## src/rtl/zelda_pkg.sv

```systemverilog
// Shared types and constants for the sprite motion controller.
package zelda_pkg;

  typedef enum logic [1:0] {
    UP    = 2'd0,
    DOWN  = 2'd1,
    LEFT  = 2'd2,
    RIGHT = 2'd3
  } dir_t;

  typedef enum logic [1:0] {
    IDLE    = 2'd0,
    WALK    = 2'd1,
    BLOCKED = 2'd2
  } motion_state_t;

  localparam logic [7:0] KEY_W = 8'h1A;
  localparam logic [7:0] KEY_S = 8'h16;
  localparam logic [7:0] KEY_A = 8'h04;
  localparam logic [7:0] KEY_D = 8'h07;

  localparam int unsigned SCREEN_W = 640;
  localparam int unsigned SCREEN_H = 480;

  typedef struct packed {
    logic valid;
    dir_t dir;
  } key_dec_t;

  function automatic key_dec_t decode_key(input logic [7:0] keycode);
    key_dec_t kd;
    kd.valid = 1'b1;
    kd.dir   = DOWN;
    case (keycode)
      KEY_W:   kd.dir = UP;
      KEY_S:   kd.dir = DOWN;
      KEY_A:   kd.dir = LEFT;
      KEY_D:   kd.dir = RIGHT;
      default: kd.valid = 1'b0;
    endcase
    return kd;
  endfunction

endpackage

```

## src/rtl/sprite_motion_ctrl_if.sv

```systemverilog
// Bundle between the vga/input side and the sprite motion controller.
interface sprite_motion_ctrl_if;
  import zelda_pkg::*;

  logic       vs;
  logic [7:0] keycode;
  logic       collision;
  logic [9:0] spriteX;
  logic [9:0] spriteY;
  logic [9:0] sprite_size;
  dir_t       facing;
  logic       anim_frame;
  logic       walking;
  logic       frame_tick;

  modport master (
    output vs, keycode, collision,
    input  spriteX, spriteY, sprite_size, facing, anim_frame, walking, frame_tick
  );

  modport slave (
    input  vs, keycode, collision,
    output spriteX, spriteY, sprite_size, facing, anim_frame, walking, frame_tick
  );

endinterface

```

## src/rtl/sprite_motion_ctrl_vs_edge_detect.sv

```systemverilog
// Registers vsync and produces a combinational rising-edge tick plus a registered copy.
module vs_edge_detect (
  input  logic vga_clk,
  input  logic Reset,
  input  logic vs,
  output logic tick,
  output logic frame_tick
);

  logic vs_q;
  logic frame_tick_q;

  assign tick       = vs & ~vs_q;
  assign frame_tick = frame_tick_q;

  always_ff @(posedge vga_clk) begin
    if (Reset) begin
      vs_q         <= 1'b0;
      frame_tick_q <= 1'b0;
    end else begin
      vs_q         <= vs;
      frame_tick_q <= tick;
    end
  end

endmodule

```

## src/rtl/sprite_motion_ctrl.sv

```systemverilog
// Per-frame sprite position/animation controller with rollback to the last
// collision-free position.
module sprite_motion_ctrl
  import zelda_pkg::*;
#(
  parameter logic [9:0]  START_X     = 10'd304,
  parameter logic [9:0]  START_Y     = 10'd224,
  parameter logic [9:0]  STEP        = 10'd2,
  parameter logic [9:0]  SPRITE_SIZE = 10'd32,
  parameter int unsigned ANIM_DIV    = 8
) (
  input logic                 vga_clk,
  input logic                 Reset,
  sprite_motion_ctrl_if.slave bus
);

  localparam int unsigned     CntW    = (ANIM_DIV > 1) ? $clog2(ANIM_DIV) : 1;
  localparam logic [CntW-1:0] CntLast = CntW'(ANIM_DIV - 1);
  localparam logic [10:0]     MaxX    = 11'(SCREEN_W) - {1'b0, SPRITE_SIZE};
  localparam logic [10:0]     MaxY    = 11'(SCREEN_H) - {1'b0, SPRITE_SIZE};

  logic tick;
  logic frame_tick;

  vs_edge_detect u_vs_edge (
    .vga_clk    (vga_clk),
    .Reset      (Reset),
    .vs         (bus.vs),
    .tick       (tick),
    .frame_tick (frame_tick)
  );

  motion_state_t   state_q;
  logic [9:0]      pos_x_q, pos_y_q;
  logic [9:0]      safe_x_q, safe_y_q;
  dir_t            facing_q, blocked_dir_q;
  logic            anim_frame_q;
  logic [CntW-1:0] anim_cnt_q;
  logic            walking_q;
  logic            coll_seen_q;

  key_dec_t    kd;
  logic [10:0] x_ext, y_ext, step_ext;
  logic [10:0] x_dec, x_inc, y_dec, y_inc;
  logic [9:0]  move_x, move_y;
  logic        coll_hit;

  // 11-bit arithmetic so the clamp compares never wrap.
  always_comb begin
    kd       = decode_key(bus.keycode);
    x_ext    = {1'b0, pos_x_q};
    y_ext    = {1'b0, pos_y_q};
    step_ext = {1'b0, STEP};
    x_dec    = (x_ext < step_ext) ? 11'd0 : x_ext - step_ext;
    x_inc    = (x_ext + step_ext > MaxX) ? MaxX : x_ext + step_ext;
    y_dec    = (y_ext < step_ext) ? 11'd0 : y_ext - step_ext;
    y_inc    = (y_ext + step_ext > MaxY) ? MaxY : y_ext + step_ext;
    move_x   = pos_x_q;
    move_y   = pos_y_q;
    case (kd.dir)
      UP:    move_y = 10'(y_dec);
      DOWN:  move_y = 10'(y_inc);
      LEFT:  move_x = 10'(x_dec);
      RIGHT: move_x = 10'(x_inc);
    endcase
    coll_hit = coll_seen_q | bus.collision;
  end

  always_ff @(posedge vga_clk) begin
    if (Reset) begin
      state_q       <= IDLE;
      pos_x_q       <= START_X;
      pos_y_q       <= START_Y;
      safe_x_q      <= START_X;
      safe_y_q      <= START_Y;
      facing_q      <= DOWN;
      blocked_dir_q <= DOWN;
      anim_frame_q  <= 1'b0;
      anim_cnt_q    <= '0;
      walking_q     <= 1'b0;
      coll_seen_q   <= 1'b0;
    end else begin
      // A collision on the tick cycle is consumed by that tick via coll_hit.
      if (tick) begin
        coll_seen_q <= 1'b0;
      end else if (bus.collision) begin
        coll_seen_q <= 1'b1;
      end
      if (tick) begin
        if (coll_hit) begin
          pos_x_q       <= safe_x_q;
          pos_y_q       <= safe_y_q;
          state_q       <= BLOCKED;
          blocked_dir_q <= facing_q;
          walking_q     <= 1'b0;
        end else begin
          safe_x_q <= pos_x_q;
          safe_y_q <= pos_y_q;
          if (!kd.valid) begin
            state_q      <= IDLE;
            walking_q    <= 1'b0;
            anim_frame_q <= 1'b0;
            anim_cnt_q   <= '0;
          end else if (state_q == BLOCKED && kd.dir == blocked_dir_q) begin
            state_q   <= BLOCKED;
            walking_q <= 1'b0;
          end else begin
            state_q   <= WALK;
            walking_q <= 1'b1;
            facing_q  <= kd.dir;
            pos_x_q   <= move_x;
            pos_y_q   <= move_y;
            if (anim_cnt_q == CntLast) begin
              anim_frame_q <= ~anim_frame_q;
              anim_cnt_q   <= '0;
            end else begin
              anim_cnt_q <= anim_cnt_q + CntW'(1);
            end
          end
        end
      end
    end
  end

  assign bus.spriteX     = pos_x_q;
  assign bus.spriteY     = pos_y_q;
  assign bus.sprite_size = SPRITE_SIZE;
  assign bus.facing      = facing_q;
  assign bus.anim_frame  = anim_frame_q;
  assign bus.walking     = walking_q;
  assign bus.frame_tick  = frame_tick;

endmodule

```

## src/flat_wrapper.sv

```systemverilog
// flat-port wrapper written by rule: the top's interface ports become plain ports
module sprite_motion_ctrl_flat import zelda_pkg::*;
#(
  parameter logic [9:0]  START_X     = 10'd304,
  parameter logic [9:0]  START_Y     = 10'd224,
  parameter logic [9:0]  STEP        = 10'd2,
  parameter logic [9:0]  SPRITE_SIZE = 10'd32,
  parameter int unsigned ANIM_DIV    = 8
)
  (vga_clk, Reset, bus_vs, bus_keycode, bus_collision, bus_spriteX, bus_spriteY, bus_sprite_size, bus_facing, bus_anim_frame, bus_walking, bus_frame_tick);
  sprite_motion_ctrl_if bus_i ();
  input logic vga_clk;
  input logic Reset;
  input wire logic [$bits(bus_i.vs)-1:0] bus_vs;
  input wire logic [$bits(bus_i.keycode)-1:0] bus_keycode;
  input wire logic [$bits(bus_i.collision)-1:0] bus_collision;
  output wire logic [$bits(bus_i.spriteX)-1:0] bus_spriteX;
  output wire logic [$bits(bus_i.spriteY)-1:0] bus_spriteY;
  output wire logic [$bits(bus_i.sprite_size)-1:0] bus_sprite_size;
  output wire logic [$bits(bus_i.facing)-1:0] bus_facing;
  output wire logic [$bits(bus_i.anim_frame)-1:0] bus_anim_frame;
  output wire logic [$bits(bus_i.walking)-1:0] bus_walking;
  output wire logic [$bits(bus_i.frame_tick)-1:0] bus_frame_tick;
  assign bus_i.vs = bus_vs;
  assign bus_i.keycode = bus_keycode;
  assign bus_i.collision = bus_collision;
  assign bus_spriteX = bus_i.spriteX;
  assign bus_spriteY = bus_i.spriteY;
  assign bus_sprite_size = bus_i.sprite_size;
  assign bus_facing = bus_i.facing;
  assign bus_anim_frame = bus_i.anim_frame;
  assign bus_walking = bus_i.walking;
  assign bus_frame_tick = bus_i.frame_tick;
  sprite_motion_ctrl #(.START_X(START_X), .START_Y(START_Y), .STEP(STEP), .SPRITE_SIZE(SPRITE_SIZE), .ANIM_DIV(ANIM_DIV)) u_core (.vga_clk(vga_clk), .Reset(Reset), .bus(bus_i));
endmodule
```

## config.mk

```make
export PLATFORM = sky130hd
export DESIGN_NAME = sprite_motion_ctrl_flat
export DESIGN_NICKNAME = d
export VERILOG_FILES = /design/src/rtl/zelda_pkg.sv /design/src/rtl/sprite_motion_ctrl_if.sv /design/src/rtl/sprite_motion_ctrl_vs_edge_detect.sv /design/src/rtl/sprite_motion_ctrl.sv /design/src/flat_wrapper.sv
export SDC_FILE = /design/constraint.sdc
export NUM_CORES = 1
export LEC_CHECK = 0
export CORE_AREA = 2 2 87 89
export CTS_CLUSTER_SIZE = 30
export DETAILED_ROUTE_END_ITERATION = 8
export DIE_AREA = 0 0 89 91
export PLACE_DENSITY = 0.72
export SYNTH_ARGS = -nofsm -noshare
export SYNTH_HDL_FRONTEND = slang
export SYNTH_SLANG_ARGS = --single-unit
export TNS_END_PERCENT = 100
```

## constraint.sdc

```tcl
create_clock -name vga_clk -period 3.4 [get_ports vga_clk]
set_clock_uncertainty 0.15 [all_clocks]
set_input_delay 0.34 -clock vga_clk [delete_from_list [all_inputs] [get_ports vga_clk]]
set_output_delay 0.34 -clock vga_clk [all_outputs]
set_load 0.03 [all_outputs]
```

# Yosys cells after proc, flatten, opt, wreduce, memory -nomap -nowiden
# Cells that the tools add are included.
# word_totals
ff_bits,54
in_bits,12
out_inout_bits,35
wordCells,81
# classes
add_sub_neg,5
magnitude_cmp,4
eq_ne,13
n_mux,26
bitwise,6
n_reduce_logical,14
# op_table
operator,count
10-bit 2-to-1 mux,10
10-bit case mux with 2 select lines,2
10-bit by 2-bit adder with 11-bit output (second input constant),2
10-bit by 2-bit less-than comparator with 1-bit output (second input constant),2
10-bit by 2-bit subtractor with 10-bit output (second input constant),2
8-bit by 3-bit == test with 1-bit output (second input constant),2
8-bit by 5-bit == test with 1-bit output (second input constant),2
4-bit AND reduction,4
11-bit by 10-bit > comparator with 1-bit output (second input constant),1
11-bit by 9-bit > comparator with 1-bit output (second input constant),1
3-bit 2-to-1 mux,3
1-bit 2-to-1 mux,7
2-bit == test (second input constant),3
2-bit 2-to-1 mux,3
2-bit case mux with 3 select lines,1
3-bit nonzero test,2
2-bit != test (second input constant),2
1-bit NOT,4
2-bit AND reduction,2
4-bit OR reduction,1
3-bit by 1-bit adder with 3-bit output (second input constant),1
3-bit == test (second input constant),1
3-bit AND reduction,1
2-bit by 1-bit == test with 1-bit output (second input constant),1
other kinds (8),8

# Longest topological paths before layout
# Gate-level depths: netlist of the first run.
# depth
ltp_word,7
mapped_depth,10
mapped_depth_nobuf,9

# Hierarchy
# A second synthesis of the first run with hierarchy kept.
# unflattened
cells_unflattened,462
area_unflattened_um2,3555.9
# modules_own_cells
module,instances,cells_each,area_per_inst_um2,seq_area_each_um2
sprite_motion_ctrl,1,457,3490.8,1021.0
vs_edge_detect,1,5,65.1,40.0

# Least setup slack after synthesis of the first run
# No wires, ideal clock.
# synth_timing
path_kind,reg2reg
startpoint,register u_core.pos_x_q[2] (netlist: u_core.bus.spriteX[2])
endpoint,register u_core.pos_x_q[7] (netlist: u_core.bus.spriteX[7])
setup_ns,0.124
t_arrival_ns,2.684
required_time_ns,3.126
setup_slack_ns,0.442
stages_incl_launch_ff,10
path_buffers,1
period_less_slack_ns,2.958
path_cell_list,dfxtp_1 > ha_1 > clkbuf_1 > nand2_1 > or4_1 > and3_1 > a31oi_1 > o221ai_1 > a22oi_1 > a21oi_1
# synth_via
elab_chain_len,7
word_cells_on_any_way,10
classes_between,add/sub (2); order compare (2); mux (6)
# synth_lines
element,line,source
"start, declared",sprite_motion_ctrl.sv:34,"logic [9:0] pos_x_q, pos_y_q;"
"start signal, assigned",sprite_motion_ctrl.sv:91,pos_x_q <= safe_x_q;
"start signal, assigned",sprite_motion_ctrl.sv:111,pos_x_q <= move_x;
10-bit by 2-bit adder with 11-bit output,sprite_motion_ctrl.sv:55,x_inc = (x_ext + step_ext > MaxX) ? MaxX : x_ext + step_ext;
11-bit by 10-bit > comparator with 1-bit output,sprite_motion_ctrl.sv:55,
10-bit 2-to-1 mux,sprite_motion_ctrl.sv:55,
10-bit case mux with 2 select lines (*),sprite_motion_ctrl.sv:60,case (kd.dir)
10-bit 2-to-1 mux (*),sprite_motion_ctrl.sv:104,end else if (state_q == BLOCKED && kd.dir == blocked_dir_q) begin
10-bit 2-to-1 mux (*),sprite_motion_ctrl.sv:99,if (!kd.valid) begin
10-bit 2-to-1 mux (*),sprite_motion_ctrl.sv:90,if (coll_hit) begin
# Mark *: on every way between the ends. The rest lies on a longest branch, timed or not. The select of a mux whose other input is x is not followed.
# A chain may end at the register's enable or synchronous reset.

# Final worst setup path of the first run
# layout_timing
startpoint,register u_core.pos_y_q[1] (netlist: u_core.bus.spriteY[1])
endpoint,register u_core.pos_y_q[4] (netlist: u_core.bus.spriteY[4])
# layout_via
elab_chain_len,7
word_cells_on_any_way,10
classes_between,add/sub (2); order compare (2); mux (6)
# layout_lines
element,line,source
"start, declared",sprite_motion_ctrl.sv:34,
"start signal, assigned",sprite_motion_ctrl.sv:92,pos_y_q <= safe_y_q;
"start signal, assigned",sprite_motion_ctrl.sv:112,pos_y_q <= move_y;
10-bit by 2-bit adder with 11-bit output,sprite_motion_ctrl.sv:57,y_inc = (y_ext + step_ext > MaxY) ? MaxY : y_ext + step_ext;
11-bit by 9-bit > comparator with 1-bit output,sprite_motion_ctrl.sv:57,
10-bit 2-to-1 mux,sprite_motion_ctrl.sv:57,
10-bit case mux with 2 select lines (*),sprite_motion_ctrl.sv:60,
10-bit 2-to-1 mux (*),sprite_motion_ctrl.sv:104,
10-bit 2-to-1 mux (*),sprite_motion_ctrl.sv:99,
10-bit 2-to-1 mux (*),sprite_motion_ctrl.sv:90,
# Marks and branches as above.

==> results of run 1 <==
per-stage QoR:
| step | std cells | area, µm² |
|---|---|---|
| 6_report | 584 | 4010 |
| 3_3_place_gp | 577 | 3920 |
| 4_1_cts | 584 | 4010 |
| 3_5_place_dp | 577 | 3920 |
| 5_1_grt | 584 | 4010 |
| 2_1_floorplan | 470 | 3520 |
synth_stat cells (4+ instances only):
master                     number  area share
sky130_fd_sc_hd__a21oi_1       41       0.059
sky130_fd_sc_hd__a31oi_1        8       0.014
sky130_fd_sc_hd__and3_1         5      0.0090
sky130_fd_sc_hd__and4_1         4       0.010
sky130_fd_sc_hd__buf_4         10       0.022
sky130_fd_sc_hd__clkbuf_1      32       0.034
sky130_fd_sc_hd__dfxtp_1       53        0.30
sky130_fd_sc_hd__ha_1           6       0.022
sky130_fd_sc_hd__inv_1         12       0.013
sky130_fd_sc_hd__mux2i_1        5       0.014
sky130_fd_sc_hd__nand2_1       73       0.079
sky130_fd_sc_hd__nand3_1       22       0.032
sky130_fd_sc_hd__nor2_1        28       0.030
sky130_fd_sc_hd__nor2b_1        4      0.0072
sky130_fd_sc_hd__nor3_1        19       0.027
sky130_fd_sc_hd__nor3b_1        5       0.011
sky130_fd_sc_hd__o211ai_1       8       0.017
sky130_fd_sc_hd__o21ai_0       16       0.023
sky130_fd_sc_hd__o221ai_1       9       0.023
sky130_fd_sc_hd__o31ai_1        5       0.011
sky130_fd_sc_hd__or3_1          6       0.011
sky130_fd_sc_hd__xnor2_1       10       0.025
sky130_fd_sc_hd__xor2_1         8       0.020
final cells by class:
| type | count | area [µm²] |
|---|---|---|
| fill | 700 | 3120 |
| multi-input combinational | 359 | 2200 |
| sequential | 53 | 1060 |
| inverter | 12 | 45.0 |
| tap | 99 | 124 |
| clock inverter | 1 | 7.51 |
| timing repair buffer | 54 | 495 |
| clock buffer | 6 | 82.6 |
routing by layer:
layer | global-route usage | vias up
met4 | 0.0609 | 0
met2 | 0.373 | 127
met1 | 0.340 | 1641
met3 | 0.0409 | 14
li1 | - | 1701
met5 | 0 | -
cell families after synthesis:
| kind of cell | share of synthesized area |
|---|---|
| XOR/XNOR | 0.0499 |
| multiplexers | 0.0176 |
| other | 0.00215 |
| AND/OR/NAND/NOR | 0.279 |
| adder cells (fa/ha/maj) | 0.0215 |
| AO/OA/AOI/OAI | 0.252 |
| flip-flops | 0.304 |
| buffers and inverters | 0.0739 |
how the worst min path moves through the flow:
stage	startpoint	endpoint	cells past startpoint
2_1_floorplan	u_core.u_vs_edge.vs_q	u_core.u_vs_edge.frame_tick	1
3_5_place_dp	u_core.u_vs_edge.vs_q	u_core.u_vs_edge.frame_tick	1
5_1_grt	u_core.u_vs_edge.vs_q	u_core.u_vs_edge.frame_tick	1
4_1_cts	u_core.u_vs_edge.vs_q	u_core.u_vs_edge.frame_tick	1
3_3_place_gp	u_core.u_vs_edge.vs_q	u_core.u_vs_edge.frame_tick	1
6_report	u_core.u_vs_edge.vs_q	u_core.u_vs_edge.frame_tick	1
sequential cells by signal, summed over array words and instances, names as in the netlist:
register	flops
u_core.u_vs_edge.frame_tick	1
u_core.coll_seen_q	1
u_core.bus.facing	2
u_core.safe_y_q	10
u_core.bus.spriteX	10
u_core.safe_x_q	10
u_core.state_q	2
u_core.u_vs_edge.vs_q	1
u_core.bus.anim_frame	1
u_core.anim_cnt_q	3
u_core.bus.spriteY	10
u_core.blocked_dir_q	2
cells in the final DEF, fill, tap and decap left out, types with 5 or more instances in the layout:
cell type / n
sky130_fd_sc_hd__xor2_1: 8
sky130_fd_sc_hd__clkdlybuf4s50_1: 36
sky130_fd_sc_hd__or3_1: 6
sky130_fd_sc_hd__xnor2_1: 10
sky130_fd_sc_hd__o31ai_1: 5
sky130_fd_sc_hd__mux2i_1: 5
sky130_fd_sc_hd__and3_1: 5
sky130_fd_sc_hd__clkbuf_8: 6
sky130_fd_sc_hd__buf_4: 18
sky130_fd_sc_hd__conb_1: 10
sky130_fd_sc_hd__ha_1: 6
sky130_fd_sc_hd__nor3_1: 19
sky130_fd_sc_hd__nor3b_1: 5
sky130_fd_sc_hd__dfxtp_1: 53
sky130_fd_sc_hd__a31oi_1: 8
sky130_fd_sc_hd__o21ai_0: 16
sky130_fd_sc_hd__inv_1: 12
sky130_fd_sc_hd__o211ai_1: 8
sky130_fd_sc_hd__a21oi_1: 41
sky130_fd_sc_hd__nand2_1: 73
sky130_fd_sc_hd__o221ai_1: 9
sky130_fd_sc_hd__nor2_1: 28
sky130_fd_sc_hd__nand3_1: 22
power by group through the flow:
stage	clock network (W)	logic, W	registers (W)
floorplan	0	0.000211	0.000704
global placement	0	0.000304	0.000701
detailed placement	0	0.000307	0.000701
CTS	0.000374	0.000308	0.000687
global route	0.000396	0.000339	0.000693
finish	0.000365	0.000311	0.000688
==> impl_metrics.tcl, run 1 <==
set metrics [dict create \
    timing.reg2reg.worst_path_depth 9 \
    setup.worst_path.class "flip-flop to flip-flop" \
    postCtsSetupBuffers 0 \
    max_slew_margin 0.230 \
    final_critical_path_setup_slack_ps 159 \
    clkLatencyLatePin_ps 310 \
    p_leak_nw 1.45 \
    final_util 0.562 \
    hold_path.class "flip-flop to flip-flop" \
    critPathLaunchType "flip-flop" \
    critical_path.reg2reg.endpoint "u_core.bus.spriteY[4]" \
    synthCells 462 \
    uppermost_layer_routed "met4" \
    detailed_place_hpwl_mm 6.58 \
    place_worst_setup_slack_ps 54.1 \
    internal_power_w 0.000929 \
    worst_pin_slew_ps 1140 \
    grt.total_usage 0.239 \
    path_delay_family "compound AO/OA/AOI/OAI gates" \
    clkTransAtPathRegs_ps 90 \
    grt_antenna_before_repair 0 \
    nNetsFinal 503 \
    routed_wl_mm 9.25 \
    wl_met1_mm 4.36 \
    worstSetupPathDepth 9 \
    grt.overflow.total 0 \
    die_area_mm2 0.00810 \
    ctsRootBufferMaster "sky130_fd_sc_hd__clkbuf_8" \
    fin_setup_tns_ps 0 \
    portbufs 36 \
    cts-htree-levels 2 \
    row_count 31 \
    post_cts_resized 0 \
    final_hold_viol_count 0 \
    routed-via-count 3483 \
    cts_tree "done" \
    clock_path_buffers 2 \
    slew_viol_final 0 \
    achievable-frequency_mhz 309 \
    arrival_time_of_data_at_the_critical_path_endpoint_ps 3300 \
    crit_required_ps 3460 \
    finalCriticalPeriod_ps 3240 \
    peakVddDrop_uv 200 \
    antenna_cells 0 \
    drt-initial-drc-count 278 \
    ys_seq_elements 53 \
    cts_inserted_buffers 5 \
    synth_async_sr_flop_share 0 \
    drc 0 \
    ff2ff_setup_slack_ps 160 \
    fin_worst_hold_slack_ps 293 \
    mappedNetlistArea_mm2 0.00349 \
    drv_cap 0 \
    rsz_0062_raised_after_global_routing "false" \
    number_of_flops_mapped_to_enable_cells_by_yosys 0 \
    p_total_w 0.00136 \
    post_drt_via_cell_ratio 5.96 \
    met2_wirelength_mm 4.25 \
    worst-path-buf-inv 1 \
    power.net_switching_w 0.000436 \
    cpPeakStageDelay_ps 1020 \
    die_w_um 89 \
    postSynthAreaPerCell_um2 7.55 \
    core_region_area_mm2 0.00714 \
    gp_congestion 0.931 \
    sequentialPowerShare 0.504 \
    routed_wire_length_per_instance_um 15.8 \
    crit_chain "inv_1, ha_1, nor3b_1, a21oi_1, mux2i_1, o41ai_1, o221a_2, a211oi_1, a31o_2" \
    syn2layout_area_growth_pct 15.1 \
    antenna_violating_nets_left 0 \
    io-pin-count 47 \
    powerDensity_mw_per_mm2 340 \
    route.met3.wl_um 513 \
    yosysSeqAreaShare 0.304 \
    detailedRoute.firstPassIterationCount 5 \
    cp-startpoint "u_core.bus.spriteY[1]" \
    global_route_wire_length_before_repair_mm 15.7 \
    start_util 0.489 \
    post_synth_num_cell_types 68 \
    worstPathMaxFanout 10 \
    final.period_utilization 0.953 \
    run_status "finished clean" \
    power_share_of_the_combinational_group 0.228 \
    critical_path.slowest_cell "sky130_fd_sc_hd__o41ai_1" \
    clock_sinks 53 \
    yosysWarnings 0 \
    final-setup-viol-count 0 \
    rr_startpoint "u_core.bus.spriteY[1]" \
    number_of_global_route_vias_before_repair 3234 \
    worstSetupEndpoint "u_core.bus.spriteY[4]" \
    hold_buffers 0 \
    pwr-share-clk 0.268 \
    chipHeight_um 91 \
    timing.critical_path.to_type "flip-flop" \
    largest_net_degree_at_the_start_of_global_routing 36 \
    dominantRegCellSynth "sky130_fd_sc_hd__dfxtp_1" \
    final_layout_size_suffix_gt1_frac 0.0907 \
    power.switching_fraction 0.319 \
]
Power figures use the tool's default switching activity.
==> run 2, diff against run 1 <==
--- a/config.mk
+++ b/config.mk
@@ -9,6 +9,7 @@
 export CTS_CLUSTER_SIZE = 30
 export DETAILED_ROUTE_END_ITERATION = 8
 export DIE_AREA = 0 0 89 91
+export GPL_TIMING_DRIVEN = 0
 export PLACE_DENSITY = 0.72
 export SYNTH_ARGS = -nofsm -noshare
 export SYNTH_HDL_FRONTEND = slang
==> impl_metrics.tcl, run 2 (synthesis gave the netlist of run 1 again) <==
set metrics [dict create \
    run_status "finished clean" \
    final_hold_viol_count 0 \
    timing.critical_path.to_type "flip-flop" \
    global_route_wire_length_before_repair_mm 16.7 \
    cts_inserted_buffers 5 \
    final-setup-viol-count 0 \
    busiest_layer "met2" \
    layout.cells.most_common "sky130_fd_sc_hd__nand2_1" \
    p_leak_nw 1.48 \
    row_count 31 \
    grt_antenna_before_repair 0 \
    routed_wl_mm 10.3 \
    chipHeight_um 91 \
    number_of_global_route_vias_before_repair 3309 \
    fin_worst_hold_slack_ps 286 \
    postCtsSetupBuffers 0 \
    achievable-frequency_mhz 314 \
    groute.layer.met2.usage 0.387 \
    antenna_violating_nets_left 0 \
    io-pin-count 47 \
    drv_cap 0 \
    clkLatencyLatePin_ps 310 \
    syn2layout_area_growth_pct 18.3 \
    fin_setup_tns_ps 0 \
    post_drt_via_cell_ratio 6.05 \
    crit_required_ps 3450 \
    top_library_cells_by_usage_in_the_layout_fill_and_taps_aside "73 x sky130_fd_sc_hd__nand2_1, 53 x sky130_fd_sc_hd__dfxtp_1, 41 x sky130_fd_sc_hd__a21oi_1" \
    max_slew_margin 0.410 \
    powerDensity_mw_per_mm2 357 \
    die_area_mm2 0.00810 \
    grt.total_usage 0.257 \
    die_w_um 89 \
    drc 0 \
    setup.worst_path.class "flip-flop to flip-flop" \
    worst_pin_slew_ps 875 \
    largest_net_degree_at_the_start_of_global_routing 16 \
    slew_viol_final 0 \
    clkTransAtPathRegs_ps 100 \
    drt-initial-drc-count 375 \
    cts_tree "done" \
    peakVddDrop_uv 265 \
    detailedRoute.firstPassIterationCount 6 \
    gp_congestion 0.954 \
    final_layout_size_suffix_gt1_frac 0.0801 \
    hold_path.class "flip-flop to flip-flop" \
    final.period_utilization 0.937 \
    routed_wire_length_per_instance_um 16.8 \
    routed-via-count 3696 \
    worstPathMaxFanout 9 \
    nNetsFinal 529 \
    critPathLaunchType "flip-flop" \
    antenna_cells 0 \
    groute.layer.met1.usage 0.375 \
    detailed_place_hpwl_mm 7.31 \
    clock_path_buffers 2 \
    grt.overflow.total 0 \
    clock_sinks 53 \
    rsz_0062_raised_after_global_routing "false" \
    cts-htree-levels 2 \
    start_util 0.489 \
    arrival_time_of_data_at_the_critical_path_endpoint_ps 3240 \
    core_region_area_mm2 0.00714 \
    finalCriticalPeriod_ps 3180 \
    met3_usage 0.0400 \
    portbufs 35 \
    ctsRootBufferMaster "sky130_fd_sc_hd__clkbuf_8" \
]
-- run 2: final timing paths --
| check | from | to | slack [ps] | cells past startpoint |
|---|---|---|---|---|
| worst min-delay path | u_core.u_vs_edge.vs_q | u_core.u_vs_edge.frame_tick | 290 | 1 |
| worst min register to register | u_core.u_vs_edge.vs_q | u_core.u_vs_edge.frame_tick | 290 | 1 |
| worst max-delay path | u_core.bus.spriteY[2] | u_core.bus.spriteY[3] | 220 | 8 |
| worst max register to register | u_core.bus.spriteY[2] | u_core.bus.spriteY[3] | 220 | 8 |
-- run 2: critical path, stage by stage (launching register included) --
cell	delay, ps
sky130_fd_sc_hd__dfxtp_1	570
sky130_fd_sc_hd__ha_1	370
sky130_fd_sc_hd__and4_1	290
sky130_fd_sc_hd__nand4_1	210
sky130_fd_sc_hd__a221oi_2	480
sky130_fd_sc_hd__o41ai_2	260
sky130_fd_sc_hd__o221ai_1	220
sky130_fd_sc_hd__o211ai_1	130
sky130_fd_sc_hd__a311oi_1	390
-- run 2: area by class of cell --
cell class / count / area [µm²]
inverters: 12 / 45.0
fillers: 708 / 3010
plain buffers: 45 / 209
clock buffers: 7 / 86.3
clock inverters: 1 / 30.0
well taps: 99 / 124
multi-input cells: 359 / 2220
flip-flops and latches: 53 / 1060
repair buffers: 35 / 350
-- run 2: through the flow --
| step | area, µm² | setup WS, ps | utilization | total power (W) | std cells |
|---|---|---|---|---|---|
| after floorplan | 3520 | 442 | - | 0.000915 | 470 |
| after global placement | 3990 | 36.6 | 0.559 | 0.00102 | 604 |
| after detailed placement | 3990 | 13.9 | 0.559 | 0.00102 | 604 |
| after CTS | 4110 | 66.4 | 0.576 | 0.00146 | 612 |
| after global routing | 4120 | 74.2 | 0.578 | 0.00153 | 611 |
| final | 4120 | 216 | 0.578 | 0.00147 | 611 |
-- run 2: what timing repair did --
action                     CTS  global route
setup endpoints to repair    0            13
hold buffers                 0             0
resized for setup            0             3
-- run 2: where the power goes --
group	switching [W]	internal, W	leakage [nW]
combinational	0.000225	0.000127	0.992
clock	0.000212	0.000240	0.0585
sequential	0.0000212	0.000645	0.432
total	0.000458	0.00101	1.48
-- run 2: routing by layer --
layer	share of wire	up-vias
met5	0	-
li1	-	1756
met3	0.073	28
met1	0.45	1738
met2	0.46	174
met4	0.020	0
